<file path="src/rtl/shift_add_multiplier.sv">
// Sequential unsigned shift-add multiplier with HI/LO result registers.
// Performs one add-and-shift step per clock while the MUL code is held, and serves MFHI/MFLO reads.
module shift_add_multiplier #(
  parameter int unsigned WIDTH   = 32,
  parameter int unsigned CNT_W   = 6,
  parameter logic [5:0]  OP_MUL  = 6'b011011,
  parameter logic [5:0]  OP_MFHI = 6'b010000,
  parameter logic [5:0]  OP_MFLO = 6'b010010
) (
  input  logic             clk,
  input  logic             reset,
  input  logic [5:0]       Signal,
  input  logic [WIDTH-1:0] dataA,
  input  logic [WIDTH-1:0] dataB,
  output logic [WIDTH-1:0] dataOut,
  output logic             busy,
  output logic             done
);

  localparam int unsigned PW = 2 * WIDTH;

  typedef enum logic [1:0] {
    IDLE = 2'd0,
    BUSY = 2'd1,
    HOLD = 2'd2
  } state_e;

  state_e             state_q;
  logic [WIDTH-1:0]   mcand_q;
  logic [PW-1:0]      prod_q;
  logic [CNT_W-1:0]   cnt_q;
  logic [WIDTH-1:0]   hi_q;
  logic [WIDTH-1:0]   lo_q;
  logic [WIDTH-1:0]   dataout_q;
  logic               busy_q;
  logic               done_q;

  logic [WIDTH:0]     sum_d;
  logic [PW-1:0]      prod_d;
  logic               is_mul;
  logic               last_iter;

  // Upper-half add keeps its carry, which becomes the new MSB after the right shift.
  always_comb begin
    sum_d     = {1'b0, prod_q[PW-1:WIDTH]} + (prod_q[0] ? {1'b0, mcand_q} : '0);
    prod_d    = {sum_d, prod_q[WIDTH-1:1]};
    is_mul    = (Signal == OP_MUL);
    last_iter = (cnt_q == CNT_W'(WIDTH - 1));
  end

  always_ff @(posedge clk) begin
    if (reset) begin
      state_q   <= IDLE;
      mcand_q   <= '0;
      prod_q    <= '0;
      cnt_q     <= '0;
      hi_q      <= '0;
      lo_q      <= '0;
      dataout_q <= '0;
      busy_q    <= 1'b0;
      done_q    <= 1'b0;
    end else begin
      done_q <= 1'b0;

      // Reads see the HI/LO contents from before this edge.
      if (Signal == OP_MFHI) begin
        dataout_q <= hi_q;
      end else if (Signal == OP_MFLO) begin
        dataout_q <= lo_q;
      end

      case (state_q)
        IDLE: begin
          if (is_mul) begin
            mcand_q <= dataA;
            prod_q  <= {{WIDTH{1'b0}}, dataB};
            cnt_q   <= '0;
            busy_q  <= 1'b1;
            state_q <= BUSY;
          end
        end
        BUSY: begin
          if (is_mul) begin
            prod_q <= prod_d;
            cnt_q  <= cnt_q + CNT_W'(1);
            if (last_iter) begin
              hi_q    <= prod_d[PW-1:WIDTH];
              lo_q    <= prod_d[WIDTH-1:0];
              done_q  <= 1'b1;
              busy_q  <= 1'b0;
              state_q <= HOLD;
            end
          end else begin
            busy_q  <= 1'b0;
            state_q <= IDLE;
          end
        end
        HOLD: begin
          // A held MUL code must be released before another run can start.
          if (!is_mul) begin
            state_q <= IDLE;
          end
        end
        default: begin
          busy_q  <= 1'b0;
          state_q <= IDLE;
        end
      endcase
    end
  end

  assign dataOut = dataout_q;
  assign busy    = busy_q;
  assign done    = done_q;

endmodule

</file>
<file path="config.mk">
export PLATFORM = sky130hd
export DESIGN_NAME = shift_add_multiplier
export DESIGN_NICKNAME = d
export VERILOG_FILES = /design/src/rtl/shift_add_multiplier.sv
export SDC_FILE = /design/constraint.sdc
export NUM_CORES = 1
export LEC_CHECK = 0
export ABC_CLOCK_PERIOD_IN_PS = 5300
export CAP_MARGIN = 20
export CORE_MARGIN = 1
export CORE_UTILIZATION = 61
export CTS_CLUSTER_DIAMETER = 100
export DETAILED_ROUTE_END_ITERATION = 10
export PLACE_DENSITY = 0.93
export SKIP_LAST_GASP = 1
export SYNTH_ARGS = -nofsm -noshare
export SYNTH_HDL_FRONTEND = slang
export SYNTH_SLANG_ARGS = --single-unit
</file>
<file path="constraint.sdc">
create_clock -name clk -period 5.3 [get_ports clk]
set_input_delay 0.53 -clock clk [delete_from_list [all_inputs] [get_ports clk]]
set_output_delay 0.53 -clock clk [all_outputs]
set_load 0.01 [all_outputs]
</file>
==> summary.log, run 1 <==
[setup_path] Critical Path AT 3.90 ns
[flow_run] Max Cap Violations 0
[synthesis] cell types with the largest area share after synthesis dfxtp_1 (42%), nand2_1 (8.4%), mux2i_1 (6.9%), a21oi_1 (6.3%), a211oi_1 (5.6%)
[sta] number of endpoints with negative hold slack in the final report 0
[sta] worst relative slew slack 33.3%
[grt] grt ovf 0
[sta] actual slew at the worst max-slew pin 0.999 ns
[worst_hold_path] Hold/Removal Path Class reg2reg
[pwr] switch share 21.7%
[routing] number of nets with antenna violations after detailed routing 0
[sta] Fin Clk Skew 0.0273 ns
[die] die outline area 16400 um^2
[sta] hold slack final 0.449 ns
[synthesis] async set-reset flop share out of synthesis 0%
[cts] Post-CTS Setup Inserts 0
[cts] clock sink count 202
[pwr] Clk network pwr share 48.0%
[pwr] power density of the placed cells 279 nW/um^2
[grt] met1 track demand over resource in global routing 38.4%
[pwr] leakage dissipation 4.35 nW
[die] initial core utilization 63.2%
[grt] number of global-route vias before repair 8834
[routing] Via-to-Cell Ratio 6.16
[setup_path] reg-to-reg endpoint prod_q[54]
[die] die width 128 um
[die] Floorplan Core Area 15400 um^2
[synthesis] area of the mapped netlist 9710 um^2
[sta] final critical delay including setup and external delays 3.53 ns
[pwr] peak ir drop on the vdd network 0.261 mV
[grt] GR Util met2 55.6%
[grt] global-route wire length before repair 42700 um
[cts] TritonCTS buffer count 22
[synthesis] sequential element share of the synthesized area 41.6%
[routing] drt drc 0
[cts] deepest clock path buffer count 3
[synthesis] most area-hungry cell type in the Yosys netlist dfxtp_1
[synthesis] synthesized area per cell 8.18 um^2
[worst_hold_path] Hold Path Stages 2
[setup_path] critical path's slowest cell dfxtp_1
[setup_path] launch point of the worst path prod_q[0]
[synthesis] top-count cell post-synth nand2_1
[place] Setup WS pre-CTS 1.60 ns
[grt] busiest grt layer met2
[setup_path] Crit path required time 5.66 ns
[setup_path] Max stage delay on crit path 0.97 ns
[cts] maximum level of the CTS H-tree 1
[worst_hold_path] Worst Hold End mcand_q[19]
[routing] number of DRC markers in iteration 0 839
[sta] final setup violation count 0
[pwr] portion of total power attributed to sequential cells 47.6%
[place] estimated wirelength of the detail-placed design 17300 um
[synthesis] dominant register cell in the synthesized netlist dfxtp_1
[cts] cell at the root of the clock tree clkbuf_16
[die] standard-cell row count 45
[grt] initial antenna violation count 0
[setup_path] CP cell instances and2_1 -> ha_1 -> a21o_1 -> and4_4 -> o2111ai_1 -> a311o_1 -> a211o_1 -> a21boi_0 -> o31ai_1
[synthesis] warnings from Yosys 0
[sta] aggregate negative setup slack 0 ns
[die] Chip Height 128 um
[synthesis] flip-flop and latch count after synthesis 202
[cts] clock latency on the worst-skew pair 0.52 ns
[routing] count of vias placed by the detailed router 9045
[routing] DRT Wirelength 26500 um
[synthesis] Distinct cells, synth 64
[pwr] Switching Power 700 uW
[die] io pins 106
[synthesis] Syn Inst Count 1188
[sta] RSZ-0062 raised after global routing no
[final_layout] fraction of final layout cells sized beyond drive strength 1 5.09%
[grt] largest net degree at the start of global routing 113
[synthesis] list of most frequent post-synthesis cells nand2_1 (217), dfxtp_1 (202), a21oi_1 (123)
[grt] Overall Global Routing Usage 32.5%
[sta] Period Utilization, post-route 66.7%
[setup_path] cells on worst reg2reg path 9
[place] I/O Buffers 105
[status] run status finished clean
[synthesis] syn_nets 1294
[cts] clock transition time at the flip-flop clock pins of the worst setup and hold paths 0.06 ns
[pwr] cell-internal power 2.53 mW
[worst_hold_path] Min-Delay Startpoint mcand_q[19]
[final_layout] antenna cells 0
[cts] clock tree from TritonCTS done
[setup_path] Worst R2R Start prod_q[0]
[place] GP Congestion 0.954
[pwr] fraction of power consumed by combinational cells 4.4%
[cts] number of gates resized after cts 0
[sta] Setup WS post-layout 1.77 ns
[synthesis] post-synth top area share 41.6%
[setup_path] crit-path max FO 33
[cts] Hold Buf Count CTS 0
[synthesis] number of enable flip-flop cells after synthesis 0
[final_layout] Layout area overhead 18.9%
[final_layout] Nets 1348
[grt] global-route met3 utilization 5.13%
[setup_path] Worst Setup Start Kind flop
[setup_path] slack of the worst reg-to-reg path 1.77 ns
[routing] average detailed-routed wire length per instance 18.0 um
[routing] DR pass1 iterations 5
[setup_path] Setup CP Type reg2reg
[setup_path] crit end category flop
[sta] fmax 283 MHz
[sta] count of final max-slew check failures 0
## flip-flops by register name, summed over array words and instances, names as in the netlist
register	cells
done	1
lo_q	32
cnt_q	6
busy	1
state_q	2
prod_q	64
hi_q	32
mcand_q	32
dataOut	32
## how the worst max path moves through the flow
stage                  to  slack [ns]  depth (start not counted)
6_report       prod_q[54]        1.77                          9
3_3_place_gp     lo_q[19]        1.89                          8
3_5_place_dp     lo_q[17]        1.60                          8
4_1_cts        prod_q[62]        1.83                          9
5_1_grt          hi_q[27]        1.52                         10
2_1_floorplan  prod_q[62]        2.61                         10
## area by class of cell
cell class | instances | area (um^2)
Fill cell | 1042 | 3820
Timing Repair Buffer | 116 | 1150
Tap cell | 211 | 264
Sequential cell | 202 | 4040
Multi-Input combinational cell | 891 | 5320
Clock buffer | 31 | 624
Inverter | 9 | 33.8
Clock inverter | 9 | 113
## stage by stage
stage	utilization, %	cell area, um^2	total power [mW]	std cells
floorplan	-	9710	1.63	1188
global placement	70.1	10800	1.70	1427
detailed placement	70.1	10800	1.71	1427
CTS	74.9	11500	3.23	1467
global route	75.2	11600	3.31	1469
finish	75.2	11600	3.23	1469
## worst max-delay path, delay by kind of cell (launching register included)
family	cells	cell delay [ns]
AO/OA/AOI/OAI	6	1.65
adder cells (fa/ha/maj)	1	0.18
flip-flops	1	0.97
AND/OR/NAND/NOR	2	0.55
## per-layer routing
layer	vias to the layer above	wire [um]
li1	4293	-
met1	4270	10500
met2	368	13100
met3	114	1550
met4	0	1380
met5	-	0
## placed cells by master (no fill, tap or decap), types with 5 or more instances in the layout
cell type	instances
and2_1	32
buf_4	10
a31oi_1	7
clkbuf_16	22
a211oi_1	73
or3_1	7
nor2_1	109
a22o_1	6
nand2_1	216
nor3_1	18
ha_1	33
o21ai_0	37
nand4_1	16
inv_1	8
mux2i_1	67
a21o_1	7
o21a_1	8
nand3_1	28
a22oi_1	5
a21oi_1	123
o211ai_1	6
clkdlybuf4s50_1	103
clkbuf_1	5
dfxtp_1	202
xor2_1	23
## logic make-up (layout without fill, tap and decap cells)
| family | count (synthesis) | count (layout) | share of synthesized area [%] |
|---|---|---|---|
| flip-flops | 202 | 202 | 41.6 |
| XOR/XNOR | 26 | 26 | 2.34 |
| AND/OR/NAND/NOR | 459 | 459 | 20.9 |
| buffers and inverters | 95 | 165 | 3.79 |
| multiplexers | 68 | 68 | 7.02 |
| adder cells (fa/ha/maj) | 34 | 34 | 4.46 |
| AO/OA/AOI/OAI | 304 | 304 | 19.8 |
## power groups by stage
stage / Sequential [mW] / Combinational (mW) / Clock (mW)
2_1_floorplan: 1.57 / 0.0604 / 0
3_3_place_gp: 1.57 / 0.136 / 0
3_5_place_dp: 1.57 / 0.138 / 0
4_1_cts: 1.54 / 0.140 / 1.56
5_1_grt: 1.54 / 0.153 / 1.62
6_report: 1.54 / 0.144 / 1.55
Power figures use the tool's default switching activity.
==> inputs of run 2 (changes only) <==
- ABC_CLOCK_PERIOD_IN_PS: 5300 -> 3550
- CORE_UTILIZATION: 61 -> 57
- PLACE_DENSITY: 0.93 -> 0.88
- clock period: 5.3 -> 3.55 ns (I/O delays scaled with it)
==> run 2 against run 1 <==
Against the previous run:
- core utilization is 4.7 points lower
- register-to-register slack worse by 1.3 ns
- total power is 55% higher
- clock power is 61% higher
- first-iteration DRC count is 10% lower
- critical endpoint is now prod_q[59]
- combinational power is 49% higher
- largest power group unchanged
- sequential share of layout area is 0.41 points lower
- fmax is 14% higher
==> summary.log, run 2 (synthesis results as in run 1) <==
[status] run status finished clean
[die] io pins 106 [unchanged]
[final_layout] final standard cell area without fillers 11700 um^2 [+1.2%]
[cts] number of gates resized after cts 0 [unchanged]
[setup_path] Max stage delay on crit path 0.49 ns [-0.48 ns]
[grt] grt ovf 0 [unchanged]
[sta] final critical delay including setup and external delays 3.10 ns [-0.433 ns]
[final_layout] Layout area overhead 20.4%
[worst_hold_path] Hold/Removal Path Class in2reg
[place] GP Congestion 0.954 [about the same]
[grt] number of global-route vias before repair 8466 [-4.2%]
[sta] aggregate negative setup slack 0 ns [unchanged]
[cts] deepest clock path buffer count 3 [unchanged]
[place] I/O Buffers 105 [unchanged]
[final_layout] Nets 1355 [+0.52%]
[sta] count of final max-slew check failures 0 [unchanged]
[pwr] switch share 20.5% [-1.2 points]
[cts] clock latency on the worst-skew pair 0.51 ns [about the same]
[die] die outline area 17600 um^2 [+6.9%]
[routing] number of nets with antenna violations after detailed routing 0 [unchanged]
[setup_path] Top delay family on crit path compound AO/OA/AOI/OAI gates
[final_layout] number of non-filler instances in the completed layout 1485 [+1.1%]
[sta] RSZ-0062 raised after global routing no
[pwr] power density of the placed cells 428 nW/um^2 [+53%]
[routing] drt drc 0 [unchanged]
[final_layout] antenna cells 0 [unchanged]
[grt] global-route met3 utilization 4.02% [-1.1 points]
[grt] Overall Global Routing Usage 29.5% [-3.0 points]
[pwr] portion of total power attributed to sequential cells 45.8% [-1.8 points]
[routing] DR pass1 iterations 5 [unchanged]
[die] Chip Height 133 um [+3.4%]
[sta] worst relative slew slack 55.4% [+22 points]
[setup_path] Crit path required time 3.93 ns [-1.73 ns]
[pwr] Clk network pwr share 49.9% [+1.9 points]
[cts] Hold Buf Count CTS 0 [unchanged]
[place] estimated wirelength of the detail-placed design 17800 um [+2.6%]
[cts] clock transition time at the flip-flop clock pins of the worst setup and hold paths 0.06 ns [about the same]
[final_layout] register containing the most flip-flops in the final layout prod_q
[sta] Period Utilization, post-route 87.3% [+21 points]
[grt] global-route wire length before repair 42200 um [-1.2%]
[sta] final setup violation count 0 [unchanged]
[setup_path] Critical Path Stages 10 [+1]
[setup_path] Worst R2R Start prod_q[0]
[final_layout] fraction of final layout cells sized beyond drive strength 1 5.61% [+0.53 points]
[pwr] cell-internal power 3.98 mW [+57%]
[setup_path] cells on worst reg2reg path 10 [+1]
[setup_path] Setup CP Type reg2reg
[pwr] total power consumption of the routed design 5.00 mW [+55%]
[pwr] Switching Power 1.03 mW [+47%]
[setup_path] reg-to-reg endpoint prod_q[59]
[sta] number of endpoints with negative hold slack in the final report 0 [unchanged]
[routing] DRT Wirelength 26000 um [-2.0%]
[worst_hold_path] Hold Path Stages 2 [unchanged]
[setup_path] critical path's slowest cell dfxtp_1
[sta] actual slew at the worst max-slew pin 0.670 ns [-0.330 ns]
[routing] Via-to-Cell Ratio 5.96 [-3.2%]
[pwr] fraction of power consumed by combinational cells 4.3% [about the same]
[final_layout] most common cell after layout, fill and taps aside nand2_1
[sta] hold slack final 0.335 ns [-0.113 ns]
[cts] clock sink count 202 [unchanged]
[grt] GR Util met2 51.0% [-4.6 points]
[sta] fmax 323 MHz [+14%]
[setup_path] CP cell instances and2_1 -> ha_1 -> fa_1 -> a21oi_1 -> o22ai_1 -> o211ai_1 -> a311oi_1 -> o21a_1 -> mux2i_1 -> nand2_1
[setup_path] crit-path max FO 12 [-64%]
[place] area after detailed placement 10900 um^2 [+0.78%]
[pwr] peak ir drop on the vdd network 0.425 mV [+63%]
[worst_hold_path] Worst Hold End cnt_q[0]
[grt] initial antenna violation count 0 [unchanged]
[final_layout] fin util 70.5% [-4.7 points]
[setup_path] Worst Setup Start Kind flop
[cts] cell at the root of the clock tree clkbuf_16
[place] number of instances in the placed design 1444 [+1.2%]
[grt] busiest grt layer met2
[setup_path] Critical Path AT 3.48 ns [-0.42 ns]
[setup_path] crit end category flop
[die] initial core utilization 58.6% [-4.6 points]
[grt] largest net degree at the start of global routing 69 [-39%]
[grt] met1 track demand over resource in global routing 36.6% [-1.8 points]
[flow_run] Max Cap Violations 0 [unchanged]
[worst_hold_path] Min-Delay Startpoint reset
[place] Setup WS pre-CTS 0.623 ns [-0.981 ns]
[final_layout] commonest cells after routing, fill and taps aside nand2_1 (216), dfxtp_1 (202), a21oi_1 (123), nor2_1 (109), clkdlybuf4s50_1 (103)
[routing] count of vias placed by the detailed router 8852 [-2.1%]
[die] standard-cell row count 47 [+4.4%]
[pwr] leakage dissipation 4.41 nW [+1.5%]
[setup_path] slack of the worst reg-to-reg path 0.45 ns [-1.32 ns]
[die] die width 133 um [+3.4%]
[routing] number of DRC markers in iteration 0 755 [-10%]
[cts] TritonCTS buffer count 22 [unchanged]
[routing] average detailed-routed wire length per instance 17.5 um [-3.1%]
[setup_path] buffers and inverters on the worst path 0 [unchanged]
[cts] clock tree from TritonCTS done
[cts] maximum level of the CTS H-tree 1 [unchanged]
[final_layout] flip-flop count of the largest register after layout 64 [unchanged]
[cts] Post-CTS Setup Inserts 0 [unchanged]
[sta] Setup WS post-layout 0.451 ns [-1.32 ns]
[die] Floorplan Core Area 16600 um^2 [+7.9%]
[sta] Fin Clk Skew 0.0201 ns [-0.00719 ns]
## run 2: layout make-up
type	count	area, um^2
Fill cell	1312	4890
Timing Repair Buffer	123	1210
Inverter	9	33.8
Multi-Input combinational cell	891	5320
Clock buffer	33	663
Tap cell	220	275
Clock inverter	7	141
Sequential cell	202	4040
## run 2: worst max path at each step
| stage | startpoint | end |
|---|---|---|
| 6_report | prod_q[0] | prod_q[59] |
| 5_1_grt | prod_q[0] | prod_q[59] |
| 4_1_cts | prod_q[0] | prod_q[59] |
| 3_5_place_dp | prod_q[0] | hi_q[27] |
| 3_3_place_gp | prod_q[0] | hi_q[28] |
| 2_1_floorplan | prod_q[0] | prod_q[62] |
## run 2: power groups by stage
stage	Sequential, mW	Combinational [mW]	Clock [mW]
after floorplan	2.34	0.0902	0
after global placement	2.34	0.207	0
after detailed placement	2.34	0.210	0
after CTS	2.29	0.213	2.52
after global routing	2.29	0.230	2.61
final	2.29	0.214	2.50
## run 2: worst reg2reg max path, delay by kind of cell, from the launching register on
family / cells / cell delay [ns]
and+or+nand+nor: 2 / 0.26
adders and majority gates: 2 / 0.40
muxes: 1 / 0.29
DFF: 1 / 0.49
AOI/OAI and AO/OA: 5 / 1.53
## run 2: layer usage
metal  wire length, um  up-vias
met5                 0        -
met4              1150        0
met3              1320       79
met2             12700      266
met1             10800     4187
li1                  -     4320
